`src/rtl/nlfsr_perm_ctrl_d1.sv`:
```
// -----------------------------------------------------------------------------
// nlfsr_perm_ctrl_d1
// First-order masked TinyJAMBU permutation controller. It holds the two-share
// 128-bit state and two-share key and presents taps [116:70] plus one fresh
// 32-bit random word per step to an external masked NAND core. After the core
// latency it folds the NAND shares into the linear feedback, shifting each state
// share by 32 bits per step, for a programmable number of steps.
//
// Ports
//   clk, rst                 clock, asynchronous active-low reset
//   load, state_in_s*, key_s* capture state/key shares while idle
//   start, steps             launch a run of `steps` 32-bit steps (idle only)
//   busy, done               run in progress / one-cycle completion pulse
//   state_out_s*             current state shares
//   fresh_in/valid/ready     fresh-randomness handshake (one word per step)
//   core_x_s*, core_fresh    operands to the NAND core
//   core_y_s*                NAND result shares from the core
// -----------------------------------------------------------------------------
module nlfsr_perm_ctrl_d1 #(
   parameter int LATENCY = 2,
   parameter int STEP_W  = 6
) (
   input  logic              clk,
   input  logic              rst,
   input  logic              load,
   input  logic [127:0]      state_in_s0,
   input  logic [127:0]      state_in_s1,
   input  logic [127:0]      key_s0,
   input  logic [127:0]      key_s1,
   input  logic              start,
   input  logic [STEP_W-1:0] steps,
   output logic              busy,
   output logic              done,
   output logic [127:0]      state_out_s0,
   output logic [127:0]      state_out_s1,
   input  logic [31:0]       fresh_in,
   input  logic              fresh_valid,
   output logic              fresh_ready,
   output logic [46:0]       core_x_s0,
   output logic [46:0]       core_x_s1,
   output logic [31:0]       core_fresh,
   input  logic [31:0]       core_y_s0,
   input  logic [31:0]       core_y_s1
);

   typedef enum logic [1:0] {
      ST_IDLE   = 2'd0,
      ST_ISSUE  = 2'd1,
      ST_WAIT   = 2'd2,
      ST_UPDATE = 2'd3
   } fsm_t;

   // WAIT lasts LATENCY-1 cycles; the down-counter is loaded with the number
   // of WAIT cycles remaining after the first one.
   localparam int WAIT_W = (LATENCY > 2) ? $clog2(LATENCY - 1) : 1;
   localparam logic [WAIT_W-1:0] WAIT_INIT =
      (LATENCY > 2) ? WAIT_W'(LATENCY - 2) : {WAIT_W{1'b0}};

   // Linear part of the TinyJAMBU feedback for one share; the NAND share y
   // already carries the inversion applied inside the core.
   function automatic logic [31:0] feedback_word(
      input logic [127:0] s,
      input logic [31:0]  y,
      input logic [31:0]  k
   );
      return s[31:0] ^ s[78:47] ^ y ^ s[122:91] ^ k;
   endfunction

   // Select the 32-bit key word used by the current step.
   function automatic logic [31:0] key_word(
      input logic [127:0] k,
      input logic [1:0]   idx
   );
      logic [31:0] w;
      case (idx)
         2'd0:    w = k[31:0];
         2'd1:    w = k[63:32];
         2'd2:    w = k[95:64];
         2'd3:    w = k[127:96];
         default: w = k[31:0];
      endcase
      return w;
   endfunction

   fsm_t              fsm_q, fsm_d;
   logic [127:0]      s0_q, s0_d, s1_q, s1_d;
   logic [127:0]      k0_q, k0_d, k1_q, k1_d;
   logic [31:0]       fresh_q, fresh_d;
   logic [STEP_W-1:0] steps_q, steps_d;
   logic [STEP_W-1:0] cnt_q, cnt_d;
   logic [1:0]        kw_q, kw_d;
   logic [WAIT_W-1:0] wait_q, wait_d;
   logic              busy_q, busy_d;
   logic              done_q, done_d;
   logic              fresh_ready_q, fresh_ready_d;

   // Next-state and datapath logic; share 0 and share 1 never meet here.
   always_comb begin
      fsm_d   = fsm_q;
      s0_d    = s0_q;
      s1_d    = s1_q;
      k0_d    = k0_q;
      k1_d    = k1_q;
      fresh_d = fresh_q;
      steps_d = steps_q;
      cnt_d   = cnt_q;
      kw_d    = kw_q;
      wait_d  = wait_q;
      done_d  = 1'b0;

      case (fsm_q)
         ST_IDLE: begin
            if (load) begin
               s0_d = state_in_s0;
               s1_d = state_in_s1;
               k0_d = key_s0;
               k1_d = key_s1;
            end else begin
               s0_d = s0_q;
            end
            if (start) begin
               if (steps != {STEP_W{1'b0}}) begin
                  steps_d = steps;
                  cnt_d   = {STEP_W{1'b0}};
                  kw_d    = 2'd0;
                  fsm_d   = ST_ISSUE;
               end else begin
                  // Zero-step run: acknowledge without touching the state.
                  done_d = 1'b1;
               end
            end else begin
               fsm_d = ST_IDLE;
            end
         end

         ST_ISSUE: begin
            if (fresh_valid) begin
               fresh_d = fresh_in;
               if (LATENCY == 1) begin
                  fsm_d = ST_UPDATE;
               end else begin
                  fsm_d  = ST_WAIT;
                  wait_d = WAIT_INIT;
               end
            end else begin
               fsm_d = ST_ISSUE;
            end
         end

         ST_WAIT: begin
            if (wait_q == {WAIT_W{1'b0}}) begin
               fsm_d = ST_UPDATE;
            end else begin
               wait_d = wait_q - WAIT_W'(1'b1);
            end
         end

         ST_UPDATE: begin
            s0_d  = {feedback_word(s0_q, core_y_s0, key_word(k0_q, kw_q)), s0_q[127:32]};
            s1_d  = {feedback_word(s1_q, core_y_s1, key_word(k1_q, kw_q)), s1_q[127:32]};
            kw_d  = kw_q + 2'd1;
            cnt_d = cnt_q + STEP_W'(1'b1);
            if (cnt_d == steps_q) begin
               fsm_d  = ST_IDLE;
               done_d = 1'b1;
            end else begin
               fsm_d = ST_ISSUE;
            end
         end

         default: begin
            fsm_d = ST_IDLE;
         end
      endcase

      // Status flags are registered, so they are derived from the next state.
      busy_d        = (fsm_d != ST_IDLE);
      fresh_ready_d = (fsm_d == ST_ISSUE);
   end

   // State, key, control and status registers.
   always_ff @(posedge clk or negedge rst) begin
      if (!rst) begin
         fsm_q         <= ST_IDLE;
         s0_q          <= 128'd0;
         s1_q          <= 128'd0;
         k0_q          <= 128'd0;
         k1_q          <= 128'd0;
         fresh_q       <= 32'd0;
         steps_q       <= {STEP_W{1'b0}};
         cnt_q         <= {STEP_W{1'b0}};
         kw_q          <= 2'd0;
         wait_q        <= {WAIT_W{1'b0}};
         busy_q        <= 1'b0;
         done_q        <= 1'b0;
         fresh_ready_q <= 1'b0;
      end else begin
         fsm_q         <= fsm_d;
         s0_q          <= s0_d;
         s1_q          <= s1_d;
         k0_q          <= k0_d;
         k1_q          <= k1_d;
         fresh_q       <= fresh_d;
         steps_q       <= steps_d;
         cnt_q         <= cnt_d;
         kw_q          <= kw_d;
         wait_q        <= wait_d;
         busy_q        <= busy_d;
         done_q        <= done_d;
         fresh_ready_q <= fresh_ready_d;
      end
   end

   // Core operands come straight from registers so they stay glitch-free and
   // constant from the fresh accept edge through the update edge.
   assign core_x_s0    = s0_q[116:70];
   assign core_x_s1    = s1_q[116:70];
   assign core_fresh   = fresh_q;
   assign state_out_s0 = s0_q;
   assign state_out_s1 = s1_q;
   assign busy         = busy_q;
   assign done         = done_q;
   assign fresh_ready  = fresh_ready_q;

endmodule

```
`config.mk`:
```
export PLATFORM = sky130hd
export DESIGN_NAME = nlfsr_perm_ctrl_d1
export DESIGN_NICKNAME = d
export VERILOG_FILES = /design/src/rtl/nlfsr_perm_ctrl_d1.sv
export SDC_FILE = /design/constraint.sdc
export NUM_CORES = 1
export LEC_CHECK = 0
export CORE_AREA = 4 4 388 390
export DETAILED_ROUTE_END_ITERATION = 12
export DIE_AREA = 0 0 392 394
export SETUP_SLACK_MARGIN = 0.3
export SYNTH_ARGS = -nofsm -noshare
export SYNTH_HDL_FRONTEND = slang
export SYNTH_SLANG_ARGS = --single-unit
```
`constraint.sdc`:
```
create_clock -name clk -period 2.09 [get_ports clk]
set_input_delay 0.209 -clock clk [delete_from_list [all_inputs] [get_ports clk]]
set_output_delay 0.209 -clock clk [all_outputs]
set_load 0.005 [all_outputs]
```
**Word-level counts from Yosys, hierarchy flattened**

Index checks and enable logic that the tools add are counted.

- Bitwise operators: 8
- Multiplexer cells: 27
- $add $sub $neg: 3
- Reduce and logical (&&, ||, !) cells: 12
- Equality and inequality tests: 12

Operator list:

| kind | count |
|---|---|
| one-hot mux 128 bit (2 select lines) | 2 |
| 2-to-1 mux 128 bit | 2 |
| one-hot mux 32 bit (4 select lines) | 2 |
| bitwise XOR 32 bit | 8 |
| 2-to-1 mux 32 bit | 2 |
| 2-to-1 mux 2 bit | 6 |
| 2-to-1 mux 6 bit | 2 |
| one-hot mux 6 bit (2 select lines) | 1 |
| == test 2 bit (second input constant) | 4 |
| inequality test 2 bit (second input constant) | 4 |
| one-hot mux 2 bit (4 select lines) | 1 |
| AND reduction 2 bit | 4 |
| adder 6 x 1 -> 6 bit (second input constant) | 1 |
| == test 2 x 1 -> 1 bit (second input constant) | 3 |
| == test 6 bit | 1 |
| 2-to-1 mux 1 bit | 6 |
| AND reduction 3 bit | 2 |
| nonzero test 2 bit | 3 |
| nonzero test 6 bit | 1 |
| zero test 2 bit | 2 |
| one-hot mux 1 bit (2 select lines) | 2 |
| one-hot mux 2 bit (2 select lines) | 1 |
| adder 2 x 1 -> 2 bit (second input constant) | 1 |
| subtractor 1 bit (second input constant) | 1 |

- Word-level logic and storage cells: 75
- Output and inout port bits: 385
- Register bits: 564

**Logic depth before layout (Yosys ltp)**

Gate-level depths: netlist of the first run.

- Depth after elaboration: 5
- Gate-level depth with buffers: 9
- Depth with buffers taken out: 7

**Worst setup path before layout of the first run**

No wires, ideal clock.

- Path type: register -> register
- Start: register cnt_q[0]
- End: register busy_q, in the netlist busy
- Arrival time: 1816 ps
- Stages on the path, launching flop included: 7
- Required time: 1965 ps
- Path buffers: 0
- Path slack: 148 ps
- Library setup time: 125 ps
- Path through: dfrtp_1 -> ha_1 -> xnor2_1 -> nand2_1 -> or4b_4 -> a211oi_2 -> o21bai_1

- Word-level cells in the longest chain between the ends: 5

RTL lines:

| element | line | text |
|---|---|---|
| from (decl) | 90 | `logic [STEP_W-1:0] cnt_q, cnt_d;` |
| from (signal assigned) | 191 | `cnt_q <= {STEP_W{1'b0}};` |
| from (signal assigned) | 205 | `cnt_q <= cnt_d;` |
| adder 6 x 1 -> 6 bit | 162 | `cnt_d = cnt_q + STEP_W'(1'b1);` |
| == test 6 bit | 163 | `if (cnt_d == steps_q) begin` |
| 2-to-1 mux 1 bit | 163 |  |
| one-hot mux 2 bit (4 select lines) | 111 | `case (fsm_q)` |
| nonzero test 2 bit | 177 | `busy_d = (fsm_d != ST_IDLE);` |
| via busy_d | 93 | `logic busy_q, busy_d;` |
| to (signal assigned) | 208 | `busy_q <= busy_d;` |
| to (decl) | 93 |  |

The timed path passes the listed nets, and every way through them passes these cells.
A chain may end at the register's enable or synchronous reset.

**Final worst setup path of the first run**

- Start: register kw_q[0]
- End: register s0_q[99], in the netlist state_out_s0[99]

- Word-level cells in the longest chain between the ends: 5
- Elaborated cells on any way between the ends: 8

RTL lines:

| element | line | text |
|---|---|---|
| from (decl) | 91 | `logic [1:0] kw_q, kw_d;` |
| from (signal assigned) | 206 | `kw_q <= kw_d;` |
| == test 2 bit (tied with other cells) | 75 | `case (idx)` |
| one-hot mux 32 bit (4 select lines) * | 75 |  |
| 2-to-1 mux 32 bit * | 111 |  |
| bitwise XOR 32 bit * | 66 | `return s[31:0] ^ s[78:47] ^ y ^ s[122:91] ^ k;` |
| one-hot mux 128 bit (2 select lines) * | 111 |  |
| to (signal assigned) | 185 | `s0_q <= 128'd0;` |
| to (signal assigned) | 199 | `s0_q <= s0_d;` |
| to (decl) | 86 | `logic [127:0] s0_q, s0_d, s1_q, s1_d;` |

Mark *: on every way between the ends. The rest lies on a longest branch, timed or not. The select of a mux whose other input is x is not followed.

==> metrics.md, run 1 <==
| Metric | Value |
|---|---|
| Synth Area in Compound Gates | 8.68% |
| Antenna Nets Post-Route | 0 |
| Top FF cell, synth | dfrtp_1 |
| Vias per inst | 4.51 |
| Final worst clock skew | 0.0347 ns |
| EDFF count, synth | 0 |
| FF+latch count, synth | 563 |
| Final worst slack | -0.134 ns |
| Crit Path Class | register to register |
| Yosys top cell by area | dfrtp_1 |
| Worst Setup SP | kw_q[0] |
| RSZ-0062 raised after global routing | true |
| Synth Cell Area | 27,900 um2 |
| Violated checks | setup timing |
| # setup viols final | 36 |
| Hold path startpoint | fresh_in[20] |
| Latest clock arrival within the worst-skew pair | 0.67 ns |
| Fin crit share | 106% |
| Maximum vdd ir drop | 0.661 mV |
| Dpl ws | -0.635 ns |
| Maximum root-to-sink buffer count | 3 |
| Yosys warnings | 0 |
| Fin cells | 5,871 |
| Simple-gate share of the synthesized area | 5.22% |
| Post-synthesis adder-cell area fraction | 0.404% |
| Drt first pass iters | 9 |
| CTS tree | done |
| Drt initial violations | 2,591 |
| Proportion of layout cells with a drive suffix above 1 | 35.0% |
| Clock root buffer master | clkbuf_16 |
| FMAX | 450 MHz |
| Placed cells | 5,400 |
| Most frequent cell after synthesis | dfrtp_1 |
| Via count | 26,500 |
| Worst slew pin tran | 1.09 ns |
| CTS H-tree depth | 3 |
| Outcome | complete, but fails checks |
| Comb power frac | 59.4% |
| Synth top area share | 50.6% |
| Clock sinks | 563 |
| Post-route minimum period | 2.22 ns |
| Total gr overflow | 0 |
| Synth Area in XOR/XNOR | 8.24% |
| Detailed Route WL | 176,000 um |
| Vias in the first global route | 25,600 |
| Post-synthesis mux area share | 21.0% |
| Leak Pwr | 20.3 nW |
| Largest net degree at the start of global routing | 95 |
| Register area share after synthesis | 50.6% |
| Cells taking the most area after synthesis | dfrtp_1 51%, mux2_2 12%, mux2i_1 9.2% |
| Syn nets | 3,105 |
| Row count | 141 |
| Slew Limit Fails | 0 |
| Slew HR | 26.7% |
| # port buffers | 1,003 |
| Final Hold Vio Count | 0 |
| Post-synth top cells | 563 x dfrtp_1, 322 x a21oi_1, 293 x mux2_2 |
| Largest family of logic cells by synthesized area | multiplexers |
| Async set or reset register ratio after synthesis | 100% |
| Clk network pwr share | 15.5% |
| DRC viols | 0 |
| Crit end category | register |
| DR top layer | met5 |
| CTS buffer count | 74 |
| Mapped Avg Cell Area | 11.2 um2 |
| Die height | 394 um |
| Initial antenna violation count | 40 |
| WL met2 | 77,600 um |
| Final #Nets | 4,489 |
| Post-DR wirelength/cell | 29.9 um |
| Wl on met1 | 78,800 um |
| Max_cap viols | 0 |
| Synth Instances | 2,477 |
| Library cells used by synthesis | 45 |
| Global-route wire length before repair | 223,000 um |
| Switch share | 41.6% |
| WL met3 | 13,500 um |
| Cell-internal power | 51.4 mW |
| P&R area growth vs syn | 77.4% |
| Clock transition at path regs | 0.06 ns |
| DP HPWL | 128,000 um |
| Share of power burned in registers | 25.0% |
| Die area | 154,000 um2 |
| Startpoint types | register |
| Starting Density | 18.9% |
| Tot GR Track Use | 21.0% |
| Worst Path Required | 2.67 ns |
| PwrDens | 1780 nW/um2 |
| Hold WC Path Type | input port to register |
| Top Ports | 1,004 |
| Reg2reg start | kw_q[0] |
| Final core occ | 33.6% |
| Routability cong. | 0.955 |
| Critical path arrival | 2.80 ns |
| Die W | 392 um |
| NetSw | 36.5 mW |
| Core area | 147,000 um2 |
| Crit Path Max Fanout | 9 |
[worst max-delay path, stage by stage (launching register included)]
cell	delay [ns]
dfrtp_2	0.43
inv_2	0.07
ha_4	0.22
buf_4	0.15
buf_6	0.12
buf_6	0.13
a222oi_1	0.40
mux2i_2	0.22
xnor2_1	0.18
nand2_1	0.09
a21oi_2	0.14
[final timing paths]
check                              endpoint  slack (ns)  cells past startpoint
min reg2reg                  core_fresh[22]        0.50                      1
max reg2reg                state_out_s0[99]       -0.13                     10
min                          core_fresh[20]        0.15                      2
max                        state_out_s0[99]       -0.13                     10
max in group asynchronous  state_out_s0[95]        0.96                      3
min in group asynchronous  state_out_s0[18]        0.28                      3
[state kept, by name, summed over array words and instances (netlist names)]
name and flops:
k0_q 128, k1_q 128, state_out_s0 128, state_out_s1 128, core_fresh 32, cnt_q 6, steps_q 6, fsm_q 2
kw_q 2, busy 1, done 1, fresh_ready 1
[metrics by stage]
step | hold slack [ns] | TNS (ns) | area, um2 | power, mW
2_1_floorplan | -0.0866 | 0 | 27900 | 39.7
3_3_place_gp | 0.0848 | -5.43 | 41300 | 63.7
3_5_place_dp | 0.0770 | -6.59 | 41300 | 64.1
4_1_cts | 0.0747 | -1.70 | 46200 | 82.2
5_1_grt | 0.109 | -7.57 | 49400 | 91.8
6_report | 0.147 | -2.09 | 49400 | 87.9
[timing repair]
| action | in CTS | in global routing |
|---|---|---|
| hold endpoints to repair | 346 | 0 |
| setup endpoints to repair | 894 | 638 |
| setup buffers | 162 | 95 |
| hold buffers | 2 | 0 |
| pin swaps | 79 | 109 |
| gates cloned | 18 | 38 |
| gates resized for setup | 533 | 465 |
[layout by cell type (no fill, tap or decap), types with 33 or more instances in the layout]
cell / synthesis / routed
buf_4: 95 / 357
buf_6: 0 / 66
a222oi_1: 64 / 64
nand2_1: 81 / 80
dlymetal6s2s_1: 0 / 120
buf_12: 0 / 53
dlygate4sd2_1: 0 / 151
xnor2_1: 259 / 252
clkdlybuf4s50_1: 0 / 687
nor2_4: 0 / 53
inv_1: 69 / 66
mux2_2: 293 / 293
a21oi_2: 1 / 106
dfrtp_2: 0 / 145
nor2_1: 260 / 202
dfrtp_1: 563 / 418
clkbuf_16: 0 / 103
buf_16: 0 / 33
a21oi_1: 322 / 211
mux2i_1: 256 / 231
[routing by layer]
layer	vias up	track usage, %
met5	-	0
met4	20	6.27
met3	240	4.81
met2	1291	31.6
met1	13600	29.7
li1	11300	-
[power groups by stage]
stage | combinational, mW | sequential, mW | clock [mW]
CTS | 46.4 | 21.9 | 14.0
floorplan | 19.5 | 20.2 | 0
detailed placement | 41.2 | 22.9 | 0
finish | 52.3 | 22.0 | 13.7
global route | 54.9 | 22.5 | 14.4
global placement | 41.0 | 22.7 | 0
[kinds of logic after synthesis]
group                      count (synthesis)
muxes                                    549
buffers and inverters                    319
AOI/OAI and AO/OA                        409
and+or+nand+nor                          366
adders and majority gates                  9
DFF                                      563
xor gates and xnor gates                 262
[layout make-up]
type,instances,area [um2]
fillers,14900,97700
repair buffers,1557,16500
flip-flops and latches,563,14300
multi-input cells,1595,13400
well taps,1930,2410
clock buffers,100,2090
clock inverters,34,474
inverters,70,265
diodes,22,55.1
Power figures use the tool's default switching activity.
==> inputs of run 2 (changes only) <==
PLACE_DENSITY = 0.38   (was unset)
==> metrics.md, run 2 (synthesis results as in run 1) <==
| Metric | Value |
|---|---|
| Outcome | complete, but fails checks |
| Violated checks | setup timing |
| Top Ports | 1,004 (unchanged) |
| Most frequent cells in the layout | 751 x clkdlybuf4s50_1, 435 x dfrtp_1, 314 x buf_4 |
| P&R area growth vs syn | 78.2% |
| Clock root buffer master | clkbuf_16 |
| Maximum vdd ir drop | 0.862 mV (+30%) |
| Leak Pwr | 19.8 nW (-2.4%) |
| Final worst clock skew | 0.0259 ns (-0.00886 ns) |
| Hold WC Path Type | input port to async pin |
| Commonest non-fill, non-tap cell in the layout | clkdlybuf4s50_1 |
| NetSw | 37.4 mW (+2.4%) |
| Critical path cell sequence | buf_6 -> ha_4 -> buf_12 -> buf_12 -> a222oi_1 -> mux2i_1 -> xnor2_1 -> nand2_1 -> a21oi_2 |
| Total gr overflow | 0 (unchanged) |
| Die W | 392 um (unchanged) |
| Clock sinks | 563 (unchanged) |
| Critical path arrival | 2.83 ns (+0.03 ns) |
| Worst Path Required | 2.70 ns (+0.03 ns) |
| Cell mode on critical path | buf_12 |
| Largest net degree at the start of global routing | 66 (-31%) |
| Vias in the first global route | 25,300 (-1.1%) |
| Vias per inst | 4.42 (-2.1%) |
| Crit Path Class | register to register |
| CTS H-tree depth | 3 (unchanged) |
| Final Hold Vio Count | 0 (unchanged) |
| Global-route wire length before repair | 231,000 um (+3.9%) |
| CTS tree | done |
| Slew Limit Fails | 0 (unchanged) |
| Comb power frac | 59.6% (+0.2 points) |
| Initial antenna violation count | 47 (+18%) |
| Final core occ | 33.8% (+0.15 points) |
| Detailed Route WL | 182,000 um (+3.8%) |
| Slew HR | 37.8% (+11 points) |
| Antenna Nets Post-Route | 0 (unchanged) |
| Dpl cell area | 41,400 um2 (+0.24%) |
| Crit Path Max Fanout | 6 (-3) |
| DP HPWL | 133,000 um (+3.4%) |
| Row count | 141 (unchanged) |
| DRC viols | 0 (unchanged) |
| Routability cong. | 0.859 (-10%) |
| Die area | 154,000 um2 (unchanged) |
| Max_cap viols | 0 (unchanged) |
| PwrDens | 1790 nW/um2 (+0.90%) |
| Fillers | 15,100 (+1.6%) |
| Starting Density | 18.9% (unchanged) |
| Via count | 25,700 (-3.0%) |
| Fin crit share | 106% (-0.28 points) |
| Placed cells | 5,396 (-0.074%) |
| FMAX | 451 MHz (+0.27%) |
| Drt initial violations | 1,718 (-34%) |
| # port buffers | 1,003 (unchanged) |
| RSZ-0062 raised after global routing | true |
| CTS buffer count | 77 (+4.1%) |
| Final #Nets | 4,442 (-1.0%) |
| Total power | 89.1 mW (+1.3%) |
| Latest clock arrival within the worst-skew pair | 0.68 ns (about the same) |
| Crit end category | register |
| Drt first pass iters | 6 (-3) |
| Fin cells | 5,816 (-0.94%) |
| Worst slew pin tran | 0.926 ns (-0.166 ns) |
| Maximum root-to-sink buffer count | 3 (unchanged) |
| Setup_tns | -1.15 ns (+0.942 ns) |
| Share of power burned in registers | 25.2% (+0.2 points) |
| Core area | 147,000 um2 (unchanged) |
| # setup viols final | 27 (-25%) |
| Clock transition at path regs | 0.06 ns (about the same) |
| Final worst slack | -0.128 ns (+0.00588 ns) |
| Die height | 394 um (unchanged) |
| Clk network pwr share | 15.2% (-0.3 points) |
| Post-route minimum period | 2.22 ns (-0.00588 ns) |
| Switch share | 42.0% (+0.43 points) |
| Final instance area | 49,700 um2 (+0.44%) |
| Buf+Inv Stages, Crit Path | 3 (-1) |
| Proportion of layout cells with a drive suffix above 1 | 36.7% (+1.7 points) |
| Tot GR Track Use | 21.9% (+0.95 points) |
| Slowest Stage Delay on Critical Path | 0.47 ns (+0.04 ns) |
| Cell-internal power | 51.7 mW (+0.60%) |
| Startpoint types | register |
| Slowest-stage cell, CP | a222oi_1 |
| Delay-heaviest family, CP | compound AO/OA/AOI/OAI gates |
| Post-DR wirelength/cell | 31.3 um (+4.7%) |
==> run 2: cell count changes in the layout (fill, tap and decap cells not counted), sizes merged, moves of 3 or more <==
cell,previous run,this run
bufinv,9,4
clkbuf,132,147
buf,538,477
inv,75,72
clkinvlp,6,2
clkdlybuf4s50,687,751
dlygate4sd2,151,180
diode,22,14
dlymetal6s2s,120,51
clkdlybuf4s15,25,14
==> run 2: stage by stage <==
step | setup WS, ns | hold WS (ns)
2_1_floorplan | 0.259 | -0.0866
6_report | -0.128 | 0.0570
3_5_place_dp | -0.301 | 0.164
4_1_cts | -0.153 | 0.0244
5_1_grt | -0.237 | 0.0609
3_3_place_gp | -0.300 | 0.162
==> run 2: worst register-to-register path, cell delays in order, from the launching register on <==
cell	delay [ns]
dfrtp_1	0.39
buf_6	0.14
ha_4	0.21
buf_12	0.16
buf_12	0.12
a222oi_1	0.47
mux2i_1	0.16
xnor2_1	0.24
nand2_1	0.14
a21oi_2	0.14
==> run 2: area by class of cell <==
class	instances	area [um2]	area share [%]
Antenna cell	14	35.0	0.0706
Clock buffer	117	2240	4.51
Clock inverter	20	275	0.554
Inverter	70	264	0.532
Multi-Input combinational cell	1595	14100	28.5
Sequential cell	563	14200	28.7
Tap cell	1930	2410	4.86
Timing Repair Buffer	1507	16000	32.3
==> run 2: per-layer routing <==
metal / wire length (um) / global-route usage (%) / vias up
li1: - / - / 11300
met2: 82800 / 34.2 / 912
met5: 103 / 0 / -
met3: 9440 / 3.54 / 180
met4: 3680 / 4.99 / 16
met1: 86100 / 31.6 / 13300
==> run 2: power by group through the flow <==
stage,clock (mW),combinational (mW),sequential (mW)
floorplan,0,19.5,20.2
global placement,0,40.5,23.0
detailed placement,0,40.6,23.0
CTS,14.0,46.2,22.0
global route,14.4,56.0,23.0
finish,13.6,53.1,22.5
==> run 2: path summary, 6_finish.rpt <==
check | cells after the start | to | slack (ns) | from
max in group asynchronous | 4 | state_out_s0[87] | 1.11 | rst
min in group clk | 2 | k0_q[47] | 0.14 | key_s0[47]
worst max-delay path | 9 | state_out_s0[114] | -0.13 | kw_q[0]
worst max register to register | 9 | state_out_s0[114] | -0.13 | kw_q[0]
worst min-delay path | 2 | state_out_s0[112] | 0.06 | rst
worst min register to register | 1 | k0_q[29] | 0.50 | k0_q[29]
==> run 2: what timing repair did <==
action	CTS	global route
setup buffers	168	37
hold endpoints to repair	373	0
hold buffers	1	0
endpoints found under the setup margin	885	710
gates resized for setup	475	572
pin swaps	49	111
gates cloned	19	44
==> inputs of run 3 (changes only) <==
SLEW_MARGIN = 20   (was unset)
==> results of run 3 <==
No change in the layout: final DEF, timing and power equal those of run 2.
